$ cat src/rtl/pkt_pkg.sv
// Frame layout shared by the IQ packetizer and depacketizer: 2 pad bytes, Ethernet,
// IPv4 and UDP headers, a 64-bit sequence number, then 32-bit IQ words.
package pkt_pkg;

    localparam logic [15:0] ETHERTYPE_IPV4 = 16'h0800;
    localparam logic [7:0]  IP_VER_IHL     = 8'h45;
    localparam logic [7:0]  IP_PROTO_UDP   = 8'h11;

    localparam int unsigned HDR_BYTES     = 44;
    localparam int unsigned SEQ_BYTES     = 8;
    localparam int unsigned UDP_HDR_BYTES = 8;
    localparam logic [15:0] UDP_OVERHEAD  = 16'(UDP_HDR_BYTES + SEQ_BYTES);

    localparam logic [3:0] W_MAC_LO  = 4'd1;
    localparam logic [3:0] W_ETYPE   = 4'd3;
    localparam logic [3:0] W_IPVER   = 4'd4;
    localparam logic [3:0] W_PROTO   = 4'd6;
    localparam logic [3:0] W_DST_IP  = 4'd8;
    localparam logic [3:0] W_PORTS   = 4'd9;
    localparam logic [3:0] W_UDP_LEN = 4'd10;
    localparam logic [3:0] W_SEQ_LO  = 4'(HDR_BYTES / 4);
    localparam logic [3:0] W_SEQ_HI  = 4'(HDR_BYTES / 4 + 1);

    typedef enum logic [2:0] {
        ST_IDLE,
        ST_HDR,
        ST_SEQ,
        ST_PAYLOAD,
        ST_TAIL,
        ST_DISCARD
    } rx_state_t;

    // Sequence number travels LSB byte first.
    function automatic logic [31:0] bswap32(input logic [31:0] w);
        return {w[7:0], w[15:8], w[23:16], w[31:24]};
    endfunction

    // Wire order {I_lo,I_hi,Q_lo,Q_hi} to host order {I,Q}.
    function automatic logic [31:0] iq_swap(input logic [31:0] w);
        return {w[23:16], w[31:24], w[7:0], w[15:8]};
    endfunction

endpackage

$ cat src/rtl/sat_counter16.sv
// 16-bit event counter that sticks at 16'hFFFF; synchronous active-low reset.
module sat_counter16 (
    input  logic        clk,
    input  logic        reset_n,
    input  logic        inc,
    output logic [15:0] count
);

    always_ff @(posedge clk) begin
        if (!reset_n) begin
            count <= '0;
        end else if (inc && (count != '1)) begin
            count <= count + 16'd1;
        end
    end

endmodule

$ cat src/rtl/udp_iq_depacketizer.sv
// Strips Ethernet/IPv4/UDP headers from MAC RX frames, writes IQ payload to the sample FIFO,
// tracks the 64-bit sequence number and keeps frame statistics.
module udp_iq_depacketizer
    import pkt_pkg::*;
#(
    parameter logic [47:0] LOCAL_MAC  = 48'h021234567890,
    parameter logic [31:0] LOCAL_IP   = {8'd192, 8'd168, 8'd50, 8'd50},
    parameter logic [15:0] LOCAL_PORT = 16'd32179,
    parameter int unsigned MAX_IQ     = 367
) (
    input  logic        clk,
    input  logic        reset_n,
    input  logic [31:0] rx_data,
    input  logic        rx_dval,
    input  logic        rx_sop,
    input  logic        rx_eop,
    input  logic [1:0]  rx_mod,
    input  logic        rx_err,
    output logic        rx_rdy,
    output logic [31:0] out_data,
    output logic        out_wren,
    input  logic        out_full,
    output logic        frame_done,
    output logic        frame_drop,
    output logic        frame_err,
    output logic        seq_gap,
    output logic [63:0] last_seq,
    output logic [15:0] cnt_done,
    output logic [15:0] cnt_drop,
    output logic [15:0] cnt_err,
    output logic [15:0] cnt_gap
);

    localparam int unsigned NW       = $clog2(MAX_IQ + 1);
    localparam logic [13:0] MAX_IQ_W = 14'(MAX_IQ);

    rx_state_t       state, state_nx;
    logic [3:0]      widx, widx_nx;
    logic            mac_hi_local, mac_hi_local_nx;
    logic            mac_hi_bcast, mac_hi_bcast_nx;
    logic [NW-1:0]   n_words, n_words_nx;
    logic [NW-1:0]   pcnt, pcnt_nx;
    logic            ovf, ovf_nx;
    logic [63:0]     seq_r, seq_nx;
    logic [63:0]     exp_seq;
    logic            exp_valid;
    logic [31:0]     data_nx;
    logic            wr_nx, done_nx, drop_nx, err_nx;
    logic            hdr_ok;
    logic            word_whole;
    logic [15:0]     udp_len, iq_bytes;
    logic [13:0]     iq_words;
    logic [NW-1:0]   n_calc;

    assign udp_len    = rx_data[31:16];
    assign iq_bytes   = udp_len - UDP_OVERHEAD;
    assign iq_words   = iq_bytes[15:2];
    assign n_calc     = (iq_words > MAX_IQ_W) ? NW'(MAX_IQ) : NW'(iq_words);
    assign word_whole = !(rx_eop && (rx_mod != 2'd0));

    always_comb begin
        hdr_ok = 1'b1;
        case (widx)
            W_MAC_LO:  hdr_ok = (mac_hi_local && (rx_data == LOCAL_MAC[31:0])) ||
                                (mac_hi_bcast && (rx_data == '1));
            W_ETYPE:   hdr_ok = (rx_data[15:0] == ETHERTYPE_IPV4);
            W_IPVER:   hdr_ok = (rx_data[31:24] == IP_VER_IHL);
            W_PROTO:   hdr_ok = (rx_data[23:16] == IP_PROTO_UDP);
            W_DST_IP:  hdr_ok = (rx_data == LOCAL_IP);
            W_PORTS:   hdr_ok = (rx_data[15:0] == LOCAL_PORT);
            W_UDP_LEN: hdr_ok = (udp_len >= UDP_OVERHEAD);
            default:   hdr_ok = 1'b1;
        endcase
    end

    always_comb begin
        state_nx        = state;
        widx_nx         = widx;
        mac_hi_local_nx = mac_hi_local;
        mac_hi_bcast_nx = mac_hi_bcast;
        n_words_nx      = n_words;
        pcnt_nx         = pcnt;
        ovf_nx          = ovf;
        seq_nx          = seq_r;
        data_nx         = out_data;
        wr_nx           = 1'b0;
        done_nx         = 1'b0;
        drop_nx         = 1'b0;
        err_nx          = 1'b0;
        if (rx_dval && rx_sop) begin
            // A sop always restarts parsing; the interrupted frame is reported by how far it got.
            case (state)
                ST_SEQ, ST_PAYLOAD, ST_TAIL: err_nx  = 1'b1;
                ST_DISCARD:                  drop_nx = 1'b1;
                default: ;
            endcase
            mac_hi_local_nx = (rx_data[15:0] == LOCAL_MAC[47:32]);
            mac_hi_bcast_nx = (rx_data[15:0] == 16'hFFFF);
            widx_nx         = W_MAC_LO;
            pcnt_nx         = '0;
            ovf_nx          = 1'b0;
            if (rx_eop) begin
                drop_nx  = 1'b1;
                state_nx = ST_IDLE;
            end else if (mac_hi_local_nx || mac_hi_bcast_nx) begin
                state_nx = ST_HDR;
            end else begin
                state_nx = ST_DISCARD;
            end
        end else if (rx_dval) begin
            case (state)
                ST_HDR: begin
                    widx_nx = widx + 4'd1;
                    if (rx_eop) begin
                        drop_nx  = 1'b1;
                        state_nx = ST_IDLE;
                    end else if (!hdr_ok) begin
                        state_nx = ST_DISCARD;
                    end else if (widx == W_UDP_LEN) begin
                        n_words_nx = n_calc;
                        state_nx   = ST_SEQ;
                    end
                end
                ST_SEQ: begin
                    widx_nx = widx + 4'd1;
                    if (widx == W_SEQ_LO) begin
                        seq_nx[31:0] = bswap32(rx_data);
                        if (rx_eop) begin
                            drop_nx  = 1'b1;
                            state_nx = ST_IDLE;
                        end
                    end else begin
                        seq_nx[63:32] = bswap32(rx_data);
                        if (rx_eop) begin
                            state_nx = ST_IDLE;
                            if (n_words != '0) drop_nx = 1'b1;
                            else if (rx_err)   err_nx  = 1'b1;
                            else               done_nx = 1'b1;
                        end else begin
                            state_nx = (n_words == '0) ? ST_TAIL : ST_PAYLOAD;
                        end
                    end
                end
                ST_PAYLOAD: begin
                    if (word_whole) begin
                        pcnt_nx = pcnt + 1'b1;
                        if (out_full) begin
                            ovf_nx = 1'b1;
                        end else begin
                            wr_nx   = 1'b1;
                            data_nx = iq_swap(rx_data);
                        end
                    end
                    if (rx_eop) begin
                        state_nx = ST_IDLE;
                        if (rx_err || ovf_nx || (pcnt_nx < n_words)) err_nx  = 1'b1;
                        else                                         done_nx = 1'b1;
                    end else if (pcnt_nx == n_words) begin
                        state_nx = ST_TAIL;
                    end
                end
                ST_TAIL: begin
                    if (rx_eop) begin
                        state_nx = ST_IDLE;
                        if (rx_err || ovf) err_nx  = 1'b1;
                        else               done_nx = 1'b1;
                    end
                end
                ST_DISCARD: begin
                    if (rx_eop) begin
                        drop_nx  = 1'b1;
                        state_nx = ST_IDLE;
                    end
                end
                default: ;
            endcase
        end
    end

    always_ff @(posedge clk) begin
        if (!reset_n) begin
            state        <= ST_IDLE;
            widx         <= '0;
            mac_hi_local <= 1'b0;
            mac_hi_bcast <= 1'b0;
            n_words      <= '0;
            pcnt         <= '0;
            ovf          <= 1'b0;
            seq_r        <= '0;
            exp_seq      <= '0;
            exp_valid    <= 1'b0;
            rx_rdy       <= 1'b0;
            out_data     <= '0;
            out_wren     <= 1'b0;
            frame_done   <= 1'b0;
            frame_drop   <= 1'b0;
            frame_err    <= 1'b0;
            seq_gap      <= 1'b0;
            last_seq     <= '0;
        end else begin
            state        <= state_nx;
            widx         <= widx_nx;
            mac_hi_local <= mac_hi_local_nx;
            mac_hi_bcast <= mac_hi_bcast_nx;
            n_words      <= n_words_nx;
            pcnt         <= pcnt_nx;
            ovf          <= ovf_nx;
            seq_r        <= seq_nx;
            rx_rdy       <= 1'b1;
            out_data     <= data_nx;
            out_wren     <= wr_nx;
            frame_done   <= done_nx;
            frame_drop   <= drop_nx;
            frame_err    <= err_nx;
            seq_gap      <= done_nx && exp_valid && (seq_nx != exp_seq);
            if (done_nx) begin
                last_seq  <= seq_nx;
                exp_seq   <= seq_nx + 64'd1;
                exp_valid <= 1'b1;
            end
        end
    end

    sat_counter16 u_cnt_done (.clk(clk), .reset_n(reset_n), .inc(frame_done), .count(cnt_done));
    sat_counter16 u_cnt_drop (.clk(clk), .reset_n(reset_n), .inc(frame_drop), .count(cnt_drop));
    sat_counter16 u_cnt_err  (.clk(clk), .reset_n(reset_n), .inc(frame_err),  .count(cnt_err));
    sat_counter16 u_cnt_gap  (.clk(clk), .reset_n(reset_n), .inc(seq_gap),    .count(cnt_gap));

endmodule
$ cat config.mk
export PLATFORM = sky130hd
export DESIGN_NAME = udp_iq_depacketizer
export DESIGN_NICKNAME = d
export VERILOG_FILES = /design/src/rtl/pkt_pkg.sv /design/src/rtl/sat_counter16.sv /design/src/rtl/udp_iq_depacketizer.sv
export SDC_FILE = /design/constraint.sdc
export NUM_CORES = 1
export LEC_CHECK = 0
export ABC_AREA = 0
export CORE_MARGIN = 10
export CORE_UTILIZATION = 40
export DETAILED_ROUTE_END_ITERATION = 10
export DONT_BUFFER_PORTS = 1
export GPL_TIMING_DRIVEN = 0
export PLACE_DENSITY_LB_ADDON = 0.08
export SYNTH_ARGS = -nofsm -noshare
export SYNTH_HDL_FRONTEND = slang
export SYNTH_SLANG_ARGS = --single-unit
$ cat constraint.sdc
create_clock -name clk -period 5.3 [get_ports clk]
set_input_delay 0.53 -clock clk [delete_from_list [all_inputs] [get_ports clk]]
set_output_delay 0.53 -clock clk [all_outputs]
set_load 0.05 [all_outputs]
# ---- Yosys cells after proc, flatten, opt, wreduce, memory -nomap -nowiden
# Cells that the tools add are included.
dict set report classes {
  n_mux 67
  bitwise 7
  magnitude_cmp 3
  add_sub_neg 8
  n_eq_ne 30
  reduce_logical 33
}
# op n
set ops {}
lappend ops {{$mux W64} 3}
lappend ops {{$add A16 B1 Y16 const B} 4}
lappend ops {{$add A64 B1 Y64 const B} 1}
lappend ops {{$eq A32 B32 Y1 const B} 2}
lappend ops {{$mux W32} 2}
lappend ops {{$ne A16 B16 Y1 const B} 4}
lappend ops {{$ne A64 B64 Y1} 1}
lappend ops {{$mux W9} 5}
lappend ops {{$mux W1} 39}
lappend ops {{$mux W3} 13}
lappend ops {{$eq A32 B30 Y1 const B} 1}
lappend ops {{$eq A16 B10 Y1 const B} 1}
lappend ops {{$eq A16 B12 Y1 const B} 1}
lappend ops {{$eq A16 B15 Y1 const B} 1}
lappend ops {{$eq A16 B16 Y1 const B} 1}
lappend ops {{$eq A4 B4 Y1 const B} 4}
lappend ops {{$ge A16 B5 Y1 const B} 1}
lappend ops {{$sub A16 B5 Y16 const B} 1}
lappend ops {{$gt A14 B9 Y1 const B} 1}
lappend ops {{$pmux W3 S4} 1}
lappend ops {{$logic_and A1 B1 Y1} 10}
lappend ops {{$add A9 B1 Y9 const B} 1}
lappend ops {{$eq A9 B9 Y1} 1}
lappend ops {{$logic_not A9 Y1} 1}
lappend ops {{other kinds (27)} 48}
dict set report word_totals {
  out_inout_bits 166
  word_cells 171
  inputBits 41
  ff_bits 323
}

# ---- Depth between registers and ports, before layout
# Gate-level depths: netlist of the first run.
dict set report depth {
  ltp_word 15
  mapped_depth 17
  mapped_depth_nobuf 12
}

# ---- By module
# A second synthesis of the first run with hierarchy kept.
dict set report unflattened {
  cells_unflattened 2077
  area_unflattened_um2 17506.8
}
# module area_per_inst_um2 cells_each instances
set by_module_without_submodules {}
lappend by_module_without_submodules {udp_iq_depacketizer 14158.6 1689 1}
lappend by_module_without_submodules {sat_counter16 837.1 97 4}

# ---- Worst setup path before layout of the first run
# No wires, ideal clock.
dict set report synth_path {
  path_type {register to register}
  from {reg widx[0]}
  to {reg exp_seq[58]}
  synth_period_minus_slack_ns 4.116
  path_stages_with_launch 17
  arrival_time_ns 4.054
  slack_ns 1.184
  path_buffers 4
  path_cell_list {dfxtp_1 > ha_1 > and4bb_2 > clkbuf_1 > clkbuf_1 > nand3_1 > and2_1 > inv_1 > ha_1 > clkbuf_1 > nand4_1 > nor3_1 > o21ai_1 > buf_2 > or3_1 > or4_1 > nand3_1}
}
dict set report synth_via {
  elab_chain_len 6
}
# element line
set synth_rtl {}
lappend synth_rtl {{from (decl)} udp_iq_depacketizer.sv:38} ;# logic [3:0] widx, widx_nx;
lappend synth_rtl {{from (signal assigned)} udp_iq_depacketizer.sv:202} ;# widx <= widx_nx;
lappend synth_rtl {{$eq A4 B4 Y1} udp_iq_depacketizer.sv:126} ;# if (widx == W_SEQ_LO) begin
lappend synth_rtl {{$mux W32} udp_iq_depacketizer.sv:126}
lappend synth_rtl {{$mux W64} udp_iq_depacketizer.sv:111} ;# case (state)
lappend synth_rtl {{$mux W64} udp_iq_depacketizer.sv:110} ;# end else if (rx_dval) begin
lappend synth_rtl {{$mux W64} udp_iq_depacketizer.sv:90} ;# if (rx_dval && rx_sop) begin
lappend synth_rtl {{named net seq_nx[0]} udp_iq_depacketizer.sv:44} ;# logic [63:0] seq_r, seq_nx;
lappend synth_rtl {{$add A64 B1 Y64} udp_iq_depacketizer.sv:218} ;# exp_seq <= seq_nx + 64'd1;
lappend synth_rtl {{to (signal assigned)} udp_iq_depacketizer.sv:218}
lappend synth_rtl {{to (decl)} udp_iq_depacketizer.sv:45} ;# logic [63:0] exp_seq;
# The timed path passes the listed nets, and every way through them passes these cells.
# A chain may end at the register's enable or synchronous reset.

# ---- Final worst setup path of the first run
dict set report layout_path {
  from {reg widx[0]}
  to {reg exp_seq[60]}
}
# Same word-level chain as after synthesis.

==> results.toml, run 1 <==
[logic_synthesis]
synth.most_common_cell = "dfxtp_1"
yosys-top-cells-area = "dfxtp_1 38%, nor2_1 5.9%, nand2_1 5.0%"
syn_area_sq_um = 16900
synth_common_cells = "323 x dfxtp_1, 264 x nor2_1, 224 x nand2_1"
yosysSeqAreaShare_pct = 38.3
synth.distinct_cells = 72
avgSynthCellArea_sq_um = 7.89
async_flop_share_pct = 0
synth_top_cell_area_share_pct = 38.3
ys.flop_type = "dfxtp_1"
synth-edff-count = 0
syn_inst = 2138
syn_nets = 2203
yosys.area.top_type = "dfxtp_1"
yosysWarnings = 0
synth-seq-cells = 323

[die]
start_util_pct = 40.3
dieHeight_microns = 225
row_count = 75
pin_count = 207
die_area_sq_um = 50800
dieWidth_microns = 225
coreArea_sq_um = 41900

[clock_tree]
clkLatencyLatePin_ns = 0.57
cts-buffers-inserted = 39
clock_path_buffers = 3
root_buffer = "clkbuf_16"
htree_levels = 2
cts_sinks = 323
cts_setup_buffers = 0
clkTransAtPathRegs_ns = 0.06
cts_tree = "built"

[critical_path]
cp_max_fo = 14
worst-endpoint-required_ns = 5.73
slowest_stage = "dfxtp_1"
critPathLaunchType = "flip-flop"
slowest_delay_ns = 0.44
critPathKind = "reg -> reg"
end_kind = "flip-flop"
crit_arrival_ns = 5.61
crit_chain = "ha_1, and4bb_4, clkbuf_2, nand3_1, and2_1, inv_1, ha_1, clkbuf_1, nand4_1, nor3_4, o21ai_1, buf_2, nand4bb_1, clkbuf_2, o311ai_1, o211ai_1"

[route]
drt-wirelength-per-cell_microns = 28.2
routed_wl_microns = 77500
drc = 0
dr.pass1.iters = 6
postRouteAntennaNets = 0
viasPerCell = 6.29
drtIter0Drc = 2086
via_count = 17300

[timing]
rsz0062_at_grt = "no"
slew_violations = 0
fmax_mhz = 193
maxSlewHeadroom_pct = 19.7
setup_tns_ns = 0
max_slew.worst_pin.slew_ns = 1.19
finalCritPeriodShare_pct = 97.7
fin_skew_ns = 0.0166
hold_viol = 0
finalSetupViolCount = 0
post-route-min-period_ns = 5.18

[cells_and_area]
n_fill_cell = 4361
fin_nets = 2245
synthToLayoutAreaGrowth_pct = 12.1
final_util_pct = 45.2
drive_above_1_share_pct = 4.62

[placed_design]
port-buffer-count = 0
routabilityCongestion = 1.05
place_hpwl_microns = 57600

[flow_run]
drv_cap = 0

[worst_hold_path]
hold_path.class = "in -> reg"

[power]
power_mw = 5.50
internal-power_mw = 4.12
vdd_drop_max_mv = 0.221
p_comb_share_pct = 5.3
p_clk_share_pct = 49.8
switching_share_pct = 25.2
power_density_nw_per_um2 = 291
switchingPower_mw = 1.39
p_leak_nw = 6.42
p_seq_share_pct = 44.8

[run_status]
status = "completed"

[global_route]
grt_pass1_vias = 16429
grt_pass1_wl_microns = 113000
grt_max_degree = 15
antenna_found_initial = 2
overflow = 0
grtUsageTotal_pct = 29.8
## power groups by stage
stage               clock network, mW  registers, mW  logic, mW
finish                           2.74           2.47      0.294
global route                     2.88           2.47      0.303
CTS                              2.77           2.47      0.282
detailed placement                  0           2.52      0.280
global placement                    0           2.52      0.280
floorplan                           0           2.52      0.158
## worst max-delay path: cells and delay by family, from the launching register on
kind | cells | cell delay (ns)
and+or+nand+nor | 6 | 2.01
buffers and inverters | 5 | 1.41
AOI/OAI and AO/OA | 3 | 0.69
adders and majority gates | 2 | 0.48
DFF | 1 | 0.44
## layer usage
layer  track usage, %  vias to the layer above  share of wire, %
met2             46.8                     1018                44
li1                 -                     7781                 -
met4             18.9                        2               6.6
met5                0                        -             0.017
met1             35.7                     8227                39
met3             7.64                      272                10
## path summary, 6_finish.rpt
check                        endpoint  slack [ns]  cells after the start                startpoint
min reg2reg  exp_seq[24]$_SDFFE_PN0P_        0.46                      2  exp_seq[24]$_SDFFE_PN0P_
max          exp_seq[60]$_SDFFE_PN0P_        0.12                     16      widx[0]$_SDFFE_PN0P_
max reg2reg  exp_seq[60]$_SDFFE_PN0P_        0.12                     16      widx[0]$_SDFFE_PN0P_
min          out_data[8]$_SDFFE_PN0P_        0.10                      2                rx_data[0]
## area by class of cell
cell class	instances	area [sq um]	share of cell area, %
plain buffers	153	594	3.15
clock buffers	58	1160	6.14
diodes	2	5.00	0.0265
inverters	32	120	0.636
well taps	539	674	3.57
repair buffers	2	25.0	0.132
flip-flops and latches	323	6470	34.2
clock inverters	13	126	0.669
multi-input cells	1629	9730	51.5
## timing repair
item	4_1_cts	5_1_grt
endpoints found under the setup margin	17	8
hold endpoints to repair	1	0
resized for setup	7	13
hold buffers	1	0
## registers in the layout, summed over array words and instances (netlist names)
register,cells
exp_seq,64
u_cnt_gap.count,16
u_cnt_drop.count,16
frame_drop,1
widx,4
pcnt,9
mac_hi_bcast,1
frame_done,1
mac_hi_local,1
last_seq,64
rx_rdy,1
u_cnt_done.count,16
state,3
n_words,9
seq_gap,1
u_cnt_err.count,16
frame_err,1
out_wren,1
out_data,32
exp_valid,1
ovf,1
seq_r,64
## logic make-up after synthesis
family | count (synthesis) | synth area share, %
compound gates | 419 | 15.8
xor+xnor | 138 | 7.17
fa+ha+maj | 24 | 1.78
buf+inv | 186 | 4.20
flops | 323 | 38.3
mux | 53 | 3.20
simple gates | 995 | 29.5
## through the flow
stage | setup WS, ns | cell area [sq um] | hold WS (ns) | instances
after CTS | 0.119 | 18900 | 0.0884 | 2749
after global placement | -1.29 | 17500 | 0.451 | 2677
after global routing | 0.0207 | 18900 | 0.103 | 2751
after detailed placement | -0.854 | 17600 | 0.456 | 2678
after floorplan | 1.18 | 16900 | 0.425 | 2138
final | 0.123 | 18900 | 0.102 | 2751
## layout by cell type (no fill, tap or decap), types with 9 or more instances in the layout
master	count
and2_1	37
o2111ai_1	9
a31oi_1	16
a211oi_1	62
o21ai_1	29
and3_1	56
buf_1	13
nor3_1	54
a21oi_1	136
or3_1	28
dfxtp_1	323
xor2_1	69
and4_1	25
nor2_1	264
a311oi_1	11
ha_1	24
nand2_1	224
xnor2_1	69
nor4_1	40
o311ai_1	14
o31ai_1	20
nand4_1	74
mux2i_1	46
o211ai_1	23
o21ai_0	49
inv_1	30
clkbuf_1	134
clkbuf_16	41
nor3b_1	9
nand3_1	119
(Power assumes the default switching activity.)
==> run 2: changes to the inputs <==
--- a/config.mk
+++ b/config.mk
@@ -7,10 +7,9 @@
 export LEC_CHECK = 0
 export ABC_AREA = 0
 export CORE_MARGIN = 10
-export CORE_UTILIZATION = 40
+export CORE_UTILIZATION = 35
 export DETAILED_ROUTE_END_ITERATION = 10
 export DONT_BUFFER_PORTS = 1
-export GPL_TIMING_DRIVEN = 0
 export PLACE_DENSITY_LB_ADDON = 0.08
 export SYNTH_ARGS = -nofsm -noshare
 export SYNTH_HDL_FRONTEND = slang
==> run 2 against run 1 <==
  * Highest routed layer is now met4
  * Final cell count decreased by 1.7%
  * Setup slack gained 1.1 ns
  * Critical endpoint is now exp_seq[48]$_SDFFE_PN0P_
  * Sequential share of layout area grew 0.34 points
  * Critical path type unchanged
  * Non-clock buffer count decreased by 123
  * First-iteration DRC count is 35% lower
  * Count of clock-buffer cells in the layout rose by 1
  * Global-route usage decreased by 7.0 points
  * Total power hardly changed
  * Critical path depth shrank 2
  * Clock skew is 0.016 ns higher
  * Register-to-register slack gained 1.1 ns
==> results.toml, run 2 (same netlist as run 1, synthesis figures left out) <==
[placed_design]
port-buffer-count = 0
routabilityCongestion = 0.952
post_dp_cell_area_sq_um = 17300
place_hpwl_microns = 47800
post-place-cells = 2630

[clock_tree]
cts_sinks = 323
clkTransAtPathRegs_ns = 0.06
clock_path_buffers = 3
cts_setup_buffers = 0
clkLatencyLatePin_ns = 0.58
root_buffer = "clkbuf_16"
htree_levels = 2
post_cts_resized = 0
cts-buffers-inserted = 40
cts_tree = "built"
postCtsHoldBufs = 1

[timing]
rsz0062_at_grt = "no"
finalCritPeriodShare_pct = 77.5
fin_skew_ns = 0.0323
setup_tns_ns = 0
maxSlewHeadroom_pct = 18.2
hold_viol = 0
finalSetupViolCount = 0
fin_hold_ws_ns = 0.0818
slew_violations = 0
fmax_mhz = 243
max_slew.worst_pin.slew_ns = 1.23
post-route-min-period_ns = 4.11

[route]
via_count = 16092
routed_wl_microns = 67600
dr.pass1.iters = 6
drt-wirelength-per-cell_microns = 25.0
viasPerCell = 5.95
drc = 0
postRouteAntennaNets = 0
drtIter0Drc = 1346

[die]
dieHeight_microns = 240
start_util_pct = 35.4
pin_count = 207
coreArea_sq_um = 47600
row_count = 80
dieWidth_microns = 240
die_area_sq_um = 57400

[cells_and_area]
final_cell_mix = "323 x dfxtp_1, 264 x nor2_1, 224 x nand2_1"
seq_area_sq_um = 6470
final_cells = 2703
drive_above_1_share_pct = 5.70
fin_nets = 2123
synthToLayoutAreaGrowth_pct = 11.0
layout_commonest_cell = "dfxtp_1"
diodes = 0
multi_input_area_sq_um = 9710
design_area_sq_um = 18700
top_regs = "exp_seq (64), last_seq (64), seq_r (64)"
n_fill_cell = 4961

[power]
p_leak_nw = 6.36
power_density_nw_per_um2 = 294
vdd_drop_max_mv = 0.226

[flow_run]
drv_cap = 0

[critical_path]
r2r_start = "widx[0]$_SDFFE_PN0P_"
cp_max_fo = 13
critPathLaunchType = "flip-flop"
end_kind = "flip-flop"
slowest_delay_ns = 0.67
critPathKind = "reg -> reg"
crit_start = "widx[0]$_SDFFE_PN0P_"
crit_chain = "ha_1, and4bb_2, nand3_1, and2_1, inv_1, ha_1, nand4_1, nor3_1, buf_4, o21ai_1, buf_4, nand4bb_1, or4_1, nand4_1"
slowest_stage = "or4_1"
worst-endpoint-required_ns = 5.80
crit_arrival_ns = 4.61

[run_status]
status = "completed"

[global_route]
grt_pass1_wl_microns = 100000
overflow = 0
grt_max_degree = 164
grt_pass1_vias = 15107
grtUsageTotal_pct = 22.8
antenna_found_initial = 0

[worst_hold_path]
worstHoldStart = "rx_data[20]"
hold_path.class = "in -> reg"
## run 2: changes by cell type in the layout (fill, tap and decap cells not counted), moves of 4 or more
cell	delta
buf_1	-13
buf_2	-8
buf_4	+28
clkbuf_1	-126
clkbuf_2	-8
clkinv_2	-4
## run 2: report_power, final
group	leakage, nW	switching [mW]	internal, mW
registers	2.60	0.0321	2.44
clock network	0.654	1.14	1.71
logic	3.10	0.126	0.0536
total	6.36	1.30	4.20
## run 2: path summary, 6_finish.rpt
check / slack [ns] / cells past startpoint / to
max: 1.19 / 14 / exp_seq[48]$_SDFFE_PN0P_
min: 0.08 / 1 / n_words[2]$_SDFFE_PN0P_
min reg2reg: 0.46 / 2 / exp_seq[29]$_SDFFE_PN0P_
max reg2reg: 1.19 / 14 / exp_seq[48]$_SDFFE_PN0P_
## run 2: final cells by class
| cell class | instances | share of cell area [%] |
|---|---|---|
| inverter | 32 | 0.682 |
| multi-input combinational | 1629 | 51.9 |
| tap | 615 | 4.11 |
| clock buffer | 59 | 6.38 |
| timing repair buffer | 32 | 1.50 |
| clock inverter | 13 | 0.863 |
| sequential | 323 | 34.6 |
## run 2: per-stage QoR
stage / total power, mW / util (%) / worst slack (ns)
floorplan: 2.67 / - / 1.18
global placement: 2.70 / 36.4 / 1.21
detailed placement: 2.70 / 36.4 / 1.10
CTS: 5.57 / 39.3 / 1.24
global route: 5.68 / 39.3 / 0.770
finish: 5.50 / 39.3 / 1.19
## run 2: metal layers
layer	up-vias	part of all wire (%)	GRT usage, %
met2	570	46	36.8
met3	154	7.5	5.01
met4	0	3.9	9.16
met5	-	0	0
met1	7818	43	28.9
li1	7550	-	-
## run 2: worst max-delay path, delay by kind of cell, from the launching register on
kind                     cells  cell delay, ns
AND/OR/NAND/NOR              8            2.41
flip-flops                   1            0.43
buffers and inverters        3            0.46
AO/OA/AOI/OAI                1            0.10
adder cells (fa/ha/maj)      2            0.63
==> run 3: changes to the inputs <==
==> constraint.sdc (replaced) <==
create_clock -name clk -period 3.4 [get_ports clk]
set_input_delay 0.34 -clock clk [delete_from_list [all_inputs] [get_ports clk]]
set_output_delay 0.34 -clock clk [all_outputs]
set_load 0.05 [all_outputs]
==> run 3 against run 2 <==
  * The flow now finishes with violations (negative hold slack)
  * Clock power is 62% higher
  * Fmax up 27%
  * Global-route usage up 1.3 points
  * Combinational power is 110% higher
  * Largest cell class unchanged
  * Largest power group unchanged
  * Sequential share of layout area is 2.5 points lower
  * Final cell count grew 5.4%
  * Die area stayed put
  * Critical endpoint unchanged
  * Design area up 7.7%
  * Clock skew is 0.021 ns lower
  * Critical path depth shrank 1
  * Non-clock buffer count rose by 147
  * Highest routed layer unchanged
  * Worst hold slack worse by 0.084 ns
==> results.toml, run 3 (same netlist as run 1, synthesis figures left out) <==
[route]
drt-wirelength-per-cell_microns = 24.9
routed_wl_microns = 70900
via_count = 16749
postRouteAntennaNets = 0
drtIter0Drc = 1557
viasPerCell = 5.88
dr.pass1.iters = 6
drc = 0

[global_route]
overflow = 0
grt_max_degree = 148
grt_pass1_wl_microns = 105000
grtUsageTotal_pct = 24.0
grt_pass1_vias = 15604
antenna_found_initial = 0

[placed_design]
place_hpwl_microns = 50300
post-place-cells = 2738
post_dp_cell_area_sq_um = 18300
place_ws_ns = -0.00518
routabilityCongestion = 0.941
port-buffer-count = 0

[critical_path]
cp_top_family = "simple AND/OR/NAND/NOR gates"
r2r_cells = 13
path_depth = 13
rrSetupSlack_ns = 0.16
r2r_start = "pcnt[2]$_SDFFE_PP0P_"
crit_start = "pcnt[2]$_SDFFE_PP0P_"
slowest_delay_ns = 0.52
crit_chain = "nand4_1, buf_4, xnor2_1, ha_1, and3_1, nand3_1, a21oi_1, o31ai_2, buf_4, a21o_2, buf_12, or4_1, nand4_1"
end_kind = "flip-flop"
slowest_stage = "or4_1"
crit_arrival_ns = 3.73
cp_max_fo = 22
reg2reg_to = "exp_seq[48]$_SDFFE_PN0P_"
worst-endpoint-required_ns = 3.90
cp_num_buf_inv = 3
critPathLaunchType = "flip-flop"
critPathKind = "reg -> reg"

[die]
pin_count = 207
row_count = 80
coreArea_sq_um = 47600
die_area_sq_um = 57400
start_util_pct = 35.4
dieWidth_microns = 240
dieHeight_microns = 240

[clock_tree]
cts_tree = "built"
htree_levels = 2
clkTransAtPathRegs_ns = 0.06
cts-buffers-inserted = 41
root_buffer = "clkbuf_16"
cts_sinks = 323
clock_path_buffers = 3
clkLatencyLatePin_ns = 0.56

[cells_and_area]
final_cell_mix = "321 x dfxtp_1, 264 x nor2_1, 223 x nand2_1"
synthToLayoutAreaGrowth_pct = 19.5
drive_above_1_share_pct = 10.9
final_util_pct = 42.3
final_cells = 2850
top_regs = "exp_seq (64), last_seq (64), seq_r (64)"
fin_nets = 2271
design_area_sq_um = 20200
layout_commonest_cell = "dfxtp_1"

[timing]
hold_viol = 1
fin_skew_ns = 0.0116
post-route-min-period_ns = 3.24
max_slew.worst_pin.slew_ns = 0.945
finalSetupViolCount = 0
maxSlewHeadroom_pct = 37.0
finalCritPeriodShare_pct = 95.2
slew_violations = 0
finalWorstSetupSlack_ns = 0.163
fmax_mhz = 309
setup_tns_ns = 0
fin_hold_ws_ns = -0.00199

[power]
switchingPower_mw = 2.03
p_leak_nw = 7.15
p_comb_share_pct = 4.2
p_seq_share_pct = 43.4
internal-power_mw = 6.82
power_density_nw_per_um2 = 439
switching_share_pct = 22.9
vdd_drop_max_mv = 0.388
p_clk_share_pct = 52.3
power_mw = 8.85

[worst_hold_path]
holdPathEnd = "frame_drop$_SDFF_PN0_"
worstHoldStart = "rx_dval"
whs_path_depth = 2
hold_path.class = "in -> reg"

[flow_run]
drv_cap = 0

[run_status]
status = "complete, but fails checks"
violations = "negative hold slack"
run 3: cell types whose count changed in the layout (fill, tap and decap cells not counted), sizes merged, moves of 4 or more:
| cell | previous run | this run |
|---|---|---|
| buf | 31 | 144 |
| dlygate4sd3 | 1 | 35 |
| clkbuf | 59 | 54 |
| bufinv | 3 | 7 |
| clkinv | 4 | 8 |
run 3: how the worst max path moves through the flow:
stage                               endpoint  slack (ns)
floorplan            exp_seq[3]$_SDFFE_PN0P_      0.0003
global placement    exp_seq[46]$_SDFFE_PN0P_        0.06
detailed placement  exp_seq[46]$_SDFFE_PN0P_      -0.005
CTS                 exp_seq[46]$_SDFFE_PN0P_        0.08
global route        exp_seq[48]$_SDFFE_PN0P_    -0.00005
finish              exp_seq[48]$_SDFFE_PN0P_        0.16
run 3: timing repair:
action,4_1_cts,5_1_grt
endpoints found under the setup margin,0,56
hold endpoints to repair,72,0
gates resized for setup,0,4
hold buffers,36,0
buffers inserted,0,4
run 3: power by group through the flow:
stage                     sequential (mW)  clock (mW)  combinational [mW]
after floorplan                      3.92           0               0.247
after global placement               3.93           0               0.311
after detailed placement             3.93           0               0.311
after CTS                            3.84        4.75               0.372
after global routing                 3.84        4.87               0.402
final                                3.84        4.63               0.375
run 3: layout make-up:
type / instances / area, sq um
diodes: 1 / 2.50
multi-input cells: 1629 / 9770
well taps: 615 / 769
repair buffers: 179 / 1610
inverters: 32 / 128
clock inverters: 17 / 265
clock buffers: 54 / 1140
fillers: 4912 / 27500
flip-flops and latches: 323 / 6470
run 3: layer usage:
layer	wire (microns)	up-vias	GRT usage, %
met3	5570	159	5.77
met1	29800	8042	30.4
li1	-	7851	-
met4	2720	0	9.26
met5	0	-	0
met2	32800	697	38.8
run 3: worst reg2reg max path, cell delays in order (launching register included):
cell and delay [ns]:
dfxtp_1 0.45, nand4_1 0.29, buf_4 0.23, xnor2_1 0.12, ha_1 0.27, and3_1 0.14, nand3_1 0.09, a21oi_1 0.23
o31ai_2 0.10, buf_4 0.17, a21o_2 0.28, buf_12 0.19, or4_1 0.53, nand4_1 0.09
==> variant: new RTL, settings of run 2 <==
`MAX_IQ`: 367 -> 91.
--- a/src/rtl/udp_iq_depacketizer.sv
+++ b/src/rtl/udp_iq_depacketizer.sv
@@ -6,7 +6,7 @@
     parameter logic [47:0] LOCAL_MAC  = 48'h021234567890,
     parameter logic [31:0] LOCAL_IP   = {8'd192, 8'd168, 8'd50, 8'd50},
     parameter logic [15:0] LOCAL_PORT = 16'd32179,
-    parameter int unsigned MAX_IQ     = 367
+    parameter int unsigned MAX_IQ     = 91
 ) (
     input  logic        clk,
     input  logic        reset_n,
Behaviour: no difference found for any inputs over 4 cycles, from zero or initial values and one cycle with reset_n low; that may be too few to reach the edited logic, so the function may still have changed.
==> variant against run 2 <==
Setup slack got worse by 280 ps. Worst hold slack improved by 10 ps. First-iteration DRC count increased by 21%. Wire length increased by 2.2%. Largest power group unchanged. Total power decreased by 2.2%. Sequential cell count decreased by 4. Cell area increased by 0.18%. Synthesized area increased by 0.99%.
==> variant: results (changes against run 2) <==
metric	value	unit	change
RR Startpoint	state[1]$_SDFFE_PN0P_		
antenna violations before repair	4		+4
Root Buffer	clkbuf_16		
crit-path max cell delay	620	ps	-50 ps
routability-driven placement congestion ratio	0.9395		-1.3%
Post-CTS Setup Bufs	0		unchanged
Total GRT Usage	0.2324		+0.004613
Synth Flop Type	dfxtp_1		
Cell Count Post-Placement	2631		+0.038%
Wirelength per Cell	25.62	µm	+2.4%
Clock transition at path regs	60	ps	about the same
register area share after synthesis	0.3750		-0.008449
dpl cell area	17460	µm²	+0.68%
Syn. warnings	0		unchanged
VDD IR max	0.2544	mV	+12%
HPWL after DPL	49390	µm	+3.3%
H-Tree Depth	2		unchanged
antenna cell count	0		unchanged
share of cells above drive strength 1	0.06868		+0.01169
DRC violation total after the first TritonRoute iteration	1626		+21%
First-pass DRT Iterations	8		+2
fillers	4920		-0.83%
Critical Path End	seq_gap$_SDFF_PN0_		
CTS Buffer Depth	3		unchanged
port buffer count	0		unchanged
Mapped Cells	2135		-0.14%
Crit Path Category	flip-flop to flip-flop		
Worst slew margin	0.1590		-0.02276
post-synthesis cell type count	85		+18%
largest registers	exp_seq: 64 flops, last_seq: 64 flops, seq_r: 64 flops		
ys async rst share	0		unchanged
slowest cell on the critical path	nor4_1		
status	finished, final reports clean		
clock skew	15.76	ps	-16.52 ps
R2R depth	9		-5
Inserted Clock Buffers	39		-2.5%
first-pass GRT wire length	102600	µm	+2.2%
Via density	5.967		+0.23%
CP max FO	47		+34
top post-synthesis cells by area	dfxtp_1, nor2_1, xnor2_1, nand2_1, nand3_1		
leak pwr	0.006057	µW	-4.7%
PostCTS Resize Cnt	0		unchanged
Clock Latency Late Sink	580	ps	about the same
pin count of the biggest net entering global routing	148		-9.8%
final cell count without fillers	2697		-0.22%
syn nets	2198		-0.23%
vias in the first global route	15130		+0.13%
flop2flop setup slack	910	ps	-280 ps
Tightest Hold Check Type	input port to flip-flop		
most common library cells after synthesis	dfxtp_1, nor2_1, nand2_1		
## variant: changes by cell type in the layout (fill, tap and decap cells not counted), sizes merged, moves of 13 or more
cell / delta
nand4: +33
xor2: -30
xnor2: +28
nand3: +20
a211oi: +17
and4: -17
and3: -15
o21ai: -15
nor4b: +13
## variant: logic make-up after synthesis
logic type,count (synthesis),synth area share
compound gates,393,0.1569
xor+xnor,136,0.06994
fa+ha+maj,22,0.01616
buf+inv,189,0.04798
flops,319,0.3750
mux,53,0.03159
simple gates,1023,0.3025
## variant: layout make-up
cell class | instances | area (µm²) | area share
tap | 615 | 769.5 | 0.04105
clock buffer | 52 | 1106 | 0.05901
timing repair buffer | 38 | 337.8 | 0.01802
clock inverter | 13 | 163.9 | 0.008744
inverter | 33 | 131.4 | 0.007009
sequential | 319 | 6386 | 0.3407
multi-input combinational | 1627 | 9849 | 0.5255
## variant: repair_timing
item | 4_1_cts | 5_1_grt
endpoints found under the hold margin | 1 | 0
setup endpoints to repair | 0 | 0
hold buffers | 1 | 0
## variant: worst min path at each step
stage | start | end | slack (ps) | cells after the start
after floorplan | exp_valid$_SDFFE_PN0P_ | seq_gap$_SDFF_PN0_ | 430 | 1
after global placement | exp_seq[35]$_SDFFE_PN0P_ | exp_seq[35]$_SDFFE_PN0P_ | 450 | 2
after detailed placement | exp_seq[7]$_SDFFE_PN0P_ | exp_seq[7]$_SDFFE_PN0P_ | 460 | 2
after CTS | reset_n | u_cnt_drop.count[11]$_SDFFE_PN0P_ | 60 | 2
after global routing | reset_n | u_cnt_drop.count[11]$_SDFFE_PN0P_ | 80 | 2
final | rx_data[12] | out_data[4]$_SDFFE_PN0P_ | 90 | 2
## variant: worst max-delay path, delay by kind of cell, from the launching register on
family                    cells  cell delay, ps
AOI/OAI and AO/OA             1             400
xor gates and xnor gates      1             390
buffers and inverters         2             850
DFF                           1             550
muxes                         1             470
and+or+nand+nor               4            1570
## variant: report_power, final
group	internal, µW	switching (µW)
sequential	2410	50.9
clock	1610	1110
combinational	58.1	138
total	4080	1300
## variant: per-stage QoR
stage / total power, µW / worst slack, ps
after floorplan: 2690 / 1533
final: 5383 / 907.1
after global placement: 2709 / 927.6
after detailed placement: 2710 / 942.7
after global routing: 5546 / 743.9
after CTS: 5440 / 949.9
## variant: metal layers
layer / track usage / vias to the layer above / routed length (µm) / part of all wire
li1: - / 7580 / - / -
met1: 0.3120 / 7712 / 30380 / 0.44
met2: 0.3487 / 661 / 29900 / 0.43
met3: 0.06741 / 136 / 6686 / 0.097
met4: 0.08052 / 4 / 2116 / 0.031
met5: 0 / - / 26 / 0.00038
